### config.mk
export PLATFORM = sky130hd
export DESIGN_NAME = vga_timing_out
export DESIGN_NICKNAME = d
export VERILOG_FILES = /design/src/rtl/vga_timing_out.sv
export SDC_FILE = /design/constraint.sdc
export NUM_CORES = 1
export LEC_CHECK = 0
export BUFFER_PORTS_ARGS = -buffer_cell sky130_fd_sc_hd__clkbuf_2
export CORE_AREA = 2 2 70 72
export CTS_CLUSTER_DIAMETER = 100
export DETAILED_ROUTE_END_ITERATION = 8
export DIE_AREA = 0 0 72 74
export GPL_TIMING_DRIVEN = 0
export HOLD_SLACK_MARGIN = 0.06
export PLACE_DENSITY = 0.6
export RECOVER_POWER = 100
export SKIP_LAST_GASP = 1
export SYNTH_ARGS = -nofsm -noshare
export SYNTH_HDL_FRONTEND = slang
export SYNTH_SLANG_ARGS = --single-unit
### constraint.sdc
create_clock -name clk_100MHz -period 2.7 [get_ports clk_100MHz]
set_clock_uncertainty 0.1 [all_clocks]
set_input_delay 0.27 -clock clk_100MHz [delete_from_list [all_inputs] [get_ports clk_100MHz]]
set_output_delay 0.27 -clock clk_100MHz [all_outputs]
set_load 0.02 [all_outputs]
### src/rtl/vga_timing_out.sv
// vga_timing_out: pixel-tick divider, h/v counters, sync/blank delay line and registered RGB output.
// Optional VGA_TEST_PATTERN_EN adds pattern_sel and eight vertical colour bars. Rev 1.0
`default_nettype none

module vga_timing_out #(
  parameter int H_DISPLAY = 640,
  parameter int H_FRONT   = 16,
  parameter int H_SYNC    = 96,
  parameter int H_BACK    = 48,
  parameter int V_DISPLAY = 480,
  parameter int V_FRONT   = 10,
  parameter int V_SYNC    = 2,
  parameter int V_BACK    = 33,
  parameter int CLK_DIV   = 4,
  parameter int PIPE_LAT  = 1,
  parameter int COLOR_W   = 12,
  parameter int SYNC_POL  = 0
) (
  input  logic               clk_100MHz,
  input  logic               reset,
`ifdef VGA_TEST_PATTERN_EN
  input  logic               pattern_sel,
`endif
  input  logic [COLOR_W-1:0] rgb_in,
  output logic [9:0]         x,
  output logic [9:0]         y,
  output logic               video_on,
  output logic               p_tick,
  output logic               frame_start,
  output logic               hsync,
  output logic               vsync,
  output logic [COLOR_W-1:0] rgb
);

  localparam int H_TOTAL = H_DISPLAY + H_FRONT + H_SYNC + H_BACK;
  localparam int V_TOTAL = V_DISPLAY + V_FRONT + V_SYNC + V_BACK;
  localparam int DIV_W   = (CLK_DIV > 1) ? $clog2(CLK_DIV) : 1;
  localparam logic POL   = SYNC_POL[0];
  localparam logic [9:0] HS_START = 10'(H_DISPLAY + H_FRONT);
  localparam logic [9:0] HS_END   = 10'(H_DISPLAY + H_FRONT + H_SYNC - 1);
  localparam logic [9:0] VS_START = 10'(V_DISPLAY + V_FRONT);
  localparam logic [9:0] VS_END   = 10'(V_DISPLAY + V_FRONT + V_SYNC - 1);

  generate
    if (H_TOTAL > 1024 || V_TOTAL > 1024) begin : g_bad_total
      $error("vga_timing_out: H_TOTAL and V_TOTAL must not exceed 1024");
    end
    if (CLK_DIV < 1 || PIPE_LAT < 0 || PIPE_LAT > 7) begin : g_bad_cfg
      $error("vga_timing_out: CLK_DIV must be >= 1 and PIPE_LAT within 0..7");
    end
  endgenerate

  logic [DIV_W-1:0] div_cnt;
  logic [9:0]       h;
  logic [9:0]       v;
  logic             hs_raw;
  logic             vs_raw;

  always_ff @(posedge clk_100MHz) begin
    if (reset) begin
      div_cnt <= '0;
      h       <= '0;
      v       <= '0;
    end else begin
      div_cnt <= p_tick ? '0 : div_cnt + DIV_W'(1);
      if (p_tick) begin
        if (h == 10'(H_TOTAL - 1)) begin
          h <= '0;
          v <= (v == 10'(V_TOTAL - 1)) ? 10'd0 : v + 10'd1;
        end else begin
          h <= h + 10'd1;
        end
      end
    end
  end

  assign p_tick      = (div_cnt == DIV_W'(CLK_DIV - 1));
  assign x           = h;
  assign y           = v;
  assign video_on    = (h < 10'(H_DISPLAY)) && (v < 10'(V_DISPLAY));
  assign frame_start = p_tick && (h == 10'd0) && (v == 10'd0);
  assign hs_raw      = (h >= HS_START) && (h <= HS_END);
  assign vs_raw      = (v >= VS_START) && (v <= VS_END);

`ifdef VGA_TEST_PATTERN_EN
  localparam int PW    = 6;
  localparam int BAR_W = (H_DISPLAY / 8 > 0) ? H_DISPLAY / 8 : 1;
  localparam int CH    = COLOR_W / 3;
  logic [2:0] bar_idx;
  assign bar_idx = 3'(h / 10'(BAR_W));

  function automatic logic [COLOR_W-1:0] bar_color(input logic [2:0] idx);
    logic [2:0] m;
    case (idx)
      3'd0:    m = 3'b111;
      3'd1:    m = 3'b110;
      3'd2:    m = 3'b011;
      3'd3:    m = 3'b010;
      3'd4:    m = 3'b101;
      3'd5:    m = 3'b100;
      3'd6:    m = 3'b001;
      default: m = 3'b000;
    endcase
    return COLOR_W'({{CH{m[2]}}, {CH{m[1]}}, {CH{m[0]}}});
  endfunction
`else
  localparam int PW = 3;
`endif

  logic [PW-1:0] stage_in;
  logic [PW-1:0] stage_out;

`ifdef VGA_TEST_PATTERN_EN
  assign stage_in = {bar_idx, hs_raw, vs_raw, video_on};
`else
  assign stage_in = {hs_raw, vs_raw, video_on};
`endif

  // Zero is the inactive/blank payload, so reset cannot release a stale sync pulse.
  generate
    if (PIPE_LAT > 0) begin : g_pipe
      logic [PW-1:0] pipe [PIPE_LAT];
      always_ff @(posedge clk_100MHz) begin
        if (reset) begin
          for (int i = 0; i < PIPE_LAT; i++) pipe[i] <= '0;
        end else if (p_tick) begin
          pipe[0] <= stage_in;
          for (int i = 1; i < PIPE_LAT; i++) pipe[i] <= pipe[i-1];
        end
      end
      assign stage_out = pipe[PIPE_LAT-1];
    end else begin : g_nopipe
      assign stage_out = stage_in;
    end
  endgenerate

  logic [COLOR_W-1:0] color_src;
`ifdef VGA_TEST_PATTERN_EN
  assign color_src = pattern_sel ? bar_color(stage_out[5:3]) : rgb_in;
`else
  assign color_src = rgb_in;
`endif

  always_ff @(posedge clk_100MHz) begin
    if (reset) begin
      hsync <= ~POL;
      vsync <= ~POL;
      rgb   <= '0;
    end else if (p_tick) begin
      hsync <= stage_out[2] ? POL : ~POL;
      vsync <= stage_out[1] ? POL : ~POL;
      rgb   <= stage_out[0] ? color_src : '0;
    end
  end

endmodule

`default_nettype wire

* Yosys cells after proc, flatten, opt, wreduce, memory -nomap -nowiden
Memory sizes are Yosys's and may differ from the RTL's.
Index checks and enable logic that the tools add are counted.
** Cells by class
- Add/subtract/negate cells :: 3
- Multipliers :: 0
- Divide/modulo/power cells :: 0
- Order comparisons :: 6
- Equal/unequal tests :: 3
- Shift-type cells :: 0
- Multiplexer cells :: 12
- Bitwise operators :: 0
- Reductions and logical operators :: 10
** Operator list (number)
- $add A10 B1 Y10 const B :: 2
- $eq A10 B10 Y1 const B :: 2
- $logic_not A10 Y1 :: 2
- $mux W10 :: 2
- $mux W12 :: 1
- $ge A10 B10 Y1 const B :: 1
- $ge A10 B9 Y1 const B :: 1
- $le A10 B10 Y1 const B :: 1
- $le A10 B9 Y1 const B :: 1
- $lt A10 B10 Y1 const B :: 1
- $lt A10 B9 Y1 const B :: 1
- $mux W1 :: 8
- $logic_and A1 B1 Y1 :: 5
- $mux W3 :: 1
- $reduce_or A3 Y1 :: 1
- $add A2 B1 Y2 const B :: 1
- $eq A2 B2 Y1 const B :: 1
- $reduce_and A2 Y1 :: 1
- $reduce_or A2 Y1 :: 1
** Storage, ports and cells
- Register bits after elaboration :: 36
- Bits in latches :: 0
- RAM bits :: 3
- Bits in read-only memories :: 0
- Bits of input ports :: 14
- Logic and storage cells :: 41
- Memories :: 1
** Memories
- g_pipe.pipe :: words 1, bits a word 3, read ports 1, clocked after Yosys merged registers in 0, wr ports 1, line 122 : logic [PW-1:0] pipe [PIPE_LAT];

* Depth between registers and ports, before layout
- Word-level depth :: 6
- Depth in mapped cells :: 6
- Gate-level depth less buffers :: 6

* Least setup slack after synthesis
No wires, ideal clock.
- Kind :: reg2reg
- Start point :: register h[1] (netlist: x[1])
- End point :: register v[7] (netlist: y[7])
- Data arrival time :: 1889 ps
- Data required time :: 2528 ps
- Slack :: 639 ps
- Stages on the path, launching flop included :: 6
- Path buffers :: 0
- Cells stage by stage :: dfxtp_1 > ha_1 > and4_1 > nand4_1 > or4b_2 > a21oi_1
** Between the ends
- Longest elaborated chain between the ends :: 2
** Ends and longest elaborated chain
- start: declaration :: line 54 : logic [9:0] h;
- start signal: assignment :: line 71 : h <= h + 10'd1;
- $eq A10 B10 Y1 :: line 67 : if (h == 10'(H_TOTAL - 1)) begin
- $reduce_and A2 Y1 (no line)
- end signal: assignment :: line 69 : v <= (v == 10'(V_TOTAL - 1)) ? 10'd0 : v + 10'd1;
- end: declaration :: line 55 : logic [9:0] v;
Every way passes these cells.
A chain may end at the register's enable or synchronous reset.

* Worst setup path in the final report
- Start point :: register div_cnt[0]
- End point :: register v[3] (netlist: y[3])
** Between the ends
- Longest elaborated chain between the ends :: 2
** Ends and longest elaborated chain
- start: declaration :: line 53 : logic [DIV_W-1:0] div_cnt;
- start signal: assignment :: line 65 : div_cnt <= p_tick ? '0 : div_cnt + DIV_W'(1);
- $eq A2 B2 Y1 :: line 77 : assign p_tick = (div_cnt == DIV_W'(CLK_DIV - 1));
- $reduce_and A2 Y1 (no line)
Every way passes these cells.

==> impl_metrics.tcl <==
set metrics [dict create \
    status "finished clean" \
    r2r_start "div_cnt[0]" \
    gp_congestion 0.811 \
    cts_resized 0 \
    p_leak_nw 0.795 \
    drt_first_pass_iters 5 \
    clkTransAtPathRegs_ns 0.08 \
    grt_pass1_vias 1412 \
    vias_per_cell 5.08 \
    r2r_cells 6 \
    wl_per_cell_um 13.1 \
    syn_nets 228 \
    synth_fa_ha_area_share_pct 3.51 \
    numClockSinks 39 \
    endpoint_kind "register" \
    holdPathStages 3 \
    start_util_pct 38.8 \
    clock_latency_ns 0.30 \
    n_antenna_cell 0 \
    finalWorstSetupSlack_ns 0.170 \
    nets 285 \
    fmax_mhz 395 \
    synth_top_family_by_area "simple AND/OR/NAND/NOR gates" \
    antenna_found_initial 0 \
    hold_class "input pin to register" \
    final_cells 321 \
    die_y_um 74 \
    drt_iter0_markers 58 \
    area_delta_synth_final_pct 21.6 \
    power.density_nw_per_um2 534 \
    synth-main-ff-cell "dfxtp_1" \
    avgSynthCellArea_sq_um 8.53 \
    yosysSeqAreaShare_pct 45.5 \
    yosys.area_share.xor_xnor_pct 3.93 \
    start_kind "register" \
    slew_viol_final 0 \
    final_util_pct 47.2 \
    grt_pass1_wl_um 6620 \
    io_buffers 50 \
    synth_edf_count 3 \
    crit_type "register to register" \
    postRouteAntennaNets 0 \
    arrival_ns 2.58 \
    holdCritStartpoint "rgb_in[8]" \
    cp-startpoint "div_cnt[0]" \
    hold_buffers 0 \
    hold_path_end "rgb[8]" \
    r2r_slack_ns 0.17 \
    rsz0062_at_grt "no" \
    setup_tns_ns 0 \
    die_area_sq_um 5330 \
    path_max_fanout 10 \
    num_rows 25 \
    dp_hpwl_um 3050 \
    worst_pin_slew_ns 0.670 \
    synth.distinct_cells 39 \
    grt_usage_pct 16.1 \
    num_vias 1632 \
    final.min_clock_period_ns 2.53 \
    synthMuxAreaShare_pct 1.19 \
    synth_simple_gate_area_share_pct 29.4 \
    drive_above_1_share_pct 10.9 \
    clockBufferDepth 2 \
    ioPinCount 51 \
    synth_area_sq_um 1780 \
    pre_cts_slack_ns 0.223 \
    grt.overflow.total 0 \
    post-cts-setup-buffers 0 \
    r2r_end "y[3]" \
    post-route-period-util_pct 93.7 \
    die_x_um 72 \
    drc 0 \
    htreeDepth 2 \
    cts_tree "built" \
    async_flop_share_pct 0 \
    maxCapViolCount 0 \
    setup_viol 0 \
    core_sq_um 4600 \
    yosysWarningCount 0 \
    drt-total-wl_um 4210 \
    synth_compound_area_share_pct 12.0 \
    cp.required_ns 2.75 \
    root_buffer "clkbuf_8" \
    cts_buffers 5 \
    hold_viol_final 0 \
    slew-limit-headroom_pct 55.2 \
    grt_max_degree 14 \
    place_inst 313 \
    peakVddDrop_uv 234 \
    synthCells 209 \
    ys_ff_latch 39 \
]
## registers in the layout, indices dropped and copies added (netlist names)
register,count
rgb,12
x,10
y,10
g_pipe.pipe,3
div_cnt,2
hsync,1
vsync,1
## power breakdown
part,internal [mW],total (mW),leakage [nW],switching (mW)
logic,0.0233,0.0640,0.415,0.0407
clock network,0.275,0.496,0.0581,0.221
registers,0.593,0.598,0.322,0.00491
total,0.892,1.16,0.795,0.267
## how the worst max path moves through the flow
stage,end,slack [ns]
2_1_floorplan,y[7],0.64
3_3_place_gp,y[3],0.23
3_5_place_dp,y[3],0.22
4_1_cts,frame_start,0.19
5_1_grt,y[3],0.01
6_report,y[3],0.17
## per-layer routing
metal | GRT usage (%) | wire, um | vias up
met5 | 0 | 0 | -
met4 | 5.66 | 57 | 0
met3 | 5.42 | 236 | 7
met2 | 26.3 | 1960 | 38
met1 | 20.1 | 1950 | 750
li1 | - | - | 837
## cell usage after synthesis (2+ instances only)
master    count  area share, %
dfxtp_1      36             40
nand4_1       8            2.8
nor2_1       30            6.3
and2_1        4            1.4
xor2_1        3            1.5
o41ai_1       2           0.98
nor4_1        3            1.1
clkbuf_1      7            1.5
inv_1        10            2.1
a21oi_1      20            5.6
nand3_1       7            2.0
nor2b_1      13            4.6
or3_1         6            2.1
nor3_1        5            1.4
xnor2_1       5            2.5
ha_1          5            3.5
edfxtp_1      3            5.1
o21ai_0       7            2.0
nand2_1      11            2.3
nand2b_1      4            1.4
or4b_2        2            1.1
## area by class of cell
class / instances / area [sq um]
Multi-Input combinational cell: 151 / 892
Tap cell: 54 / 67.6
Buffer: 9 / 42.5
Timing Repair Buffer: 50 / 205
Inverter: 10 / 37.5
Clock inverter: 3 / 43.8
Fill cell: 479 / 2430
Clock buffer: 5 / 68.8
Sequential cell: 39 / 811
## through the flow
stage | total power, mW | hold WS [ns] | cell area (sq um)
after global placement | 0.678 | 0.315 | 2100
after global routing | 1.21 | 0.0868 | 2170
final | 1.16 | 0.0900 | 2170
after detailed placement | 0.678 | 0.314 | 2100
after floorplan | 0.651 | 0.299 | 1780
after CTS | 1.17 | 0.0897 | 2210
## cell usage in the layout (no fill, tap or decap), types with 2 or more instances in the layout
cell | synthesis | final
a21oi_1 | 20 | 20
and2_1 | 4 | 3
clkbuf_1 | 7 | 43
clkbuf_2 | 0 | 14
clkbuf_8 | 0 | 5
dfxtp_1 | 36 | 36
edfxtp_1 | 3 | 3
ha_1 | 5 | 5
inv_1 | 10 | 10
nand2_1 | 11 | 11
nand2b_1 | 4 | 4
nand3_1 | 7 | 7
nand4_1 | 8 | 8
nor2_1 | 30 | 30
nor2b_1 | 13 | 13
nor3_1 | 5 | 5
nor4_1 | 3 | 3
o21ai_0 | 7 | 7
o41ai_1 | 2 | 2
or3_1 | 6 | 6
or4b_2 | 2 | 2
xnor2_1 | 5 | 5
xor2_1 | 3 | 3
## logic make-up after synthesis
logic type                 after synthesis
AOI/OAI and AO/OA                       37
xor gates and xnor gates                 8
adders and majority gates                5
buffers and inverters                   19
DFF                                     39
muxes                                    2
and+or+nand+nor                         99
## critical path, stage by stage, from the launching register on
cell and delay [ns]:
dfxtp_1 0.35, ha_1 0.29, and4_1 0.33, nand4_1 0.27
clkbuf_1 0.31, o21bai_1 0.61, a21oi_1 0.12
Power figures use the tool's default switching activity.
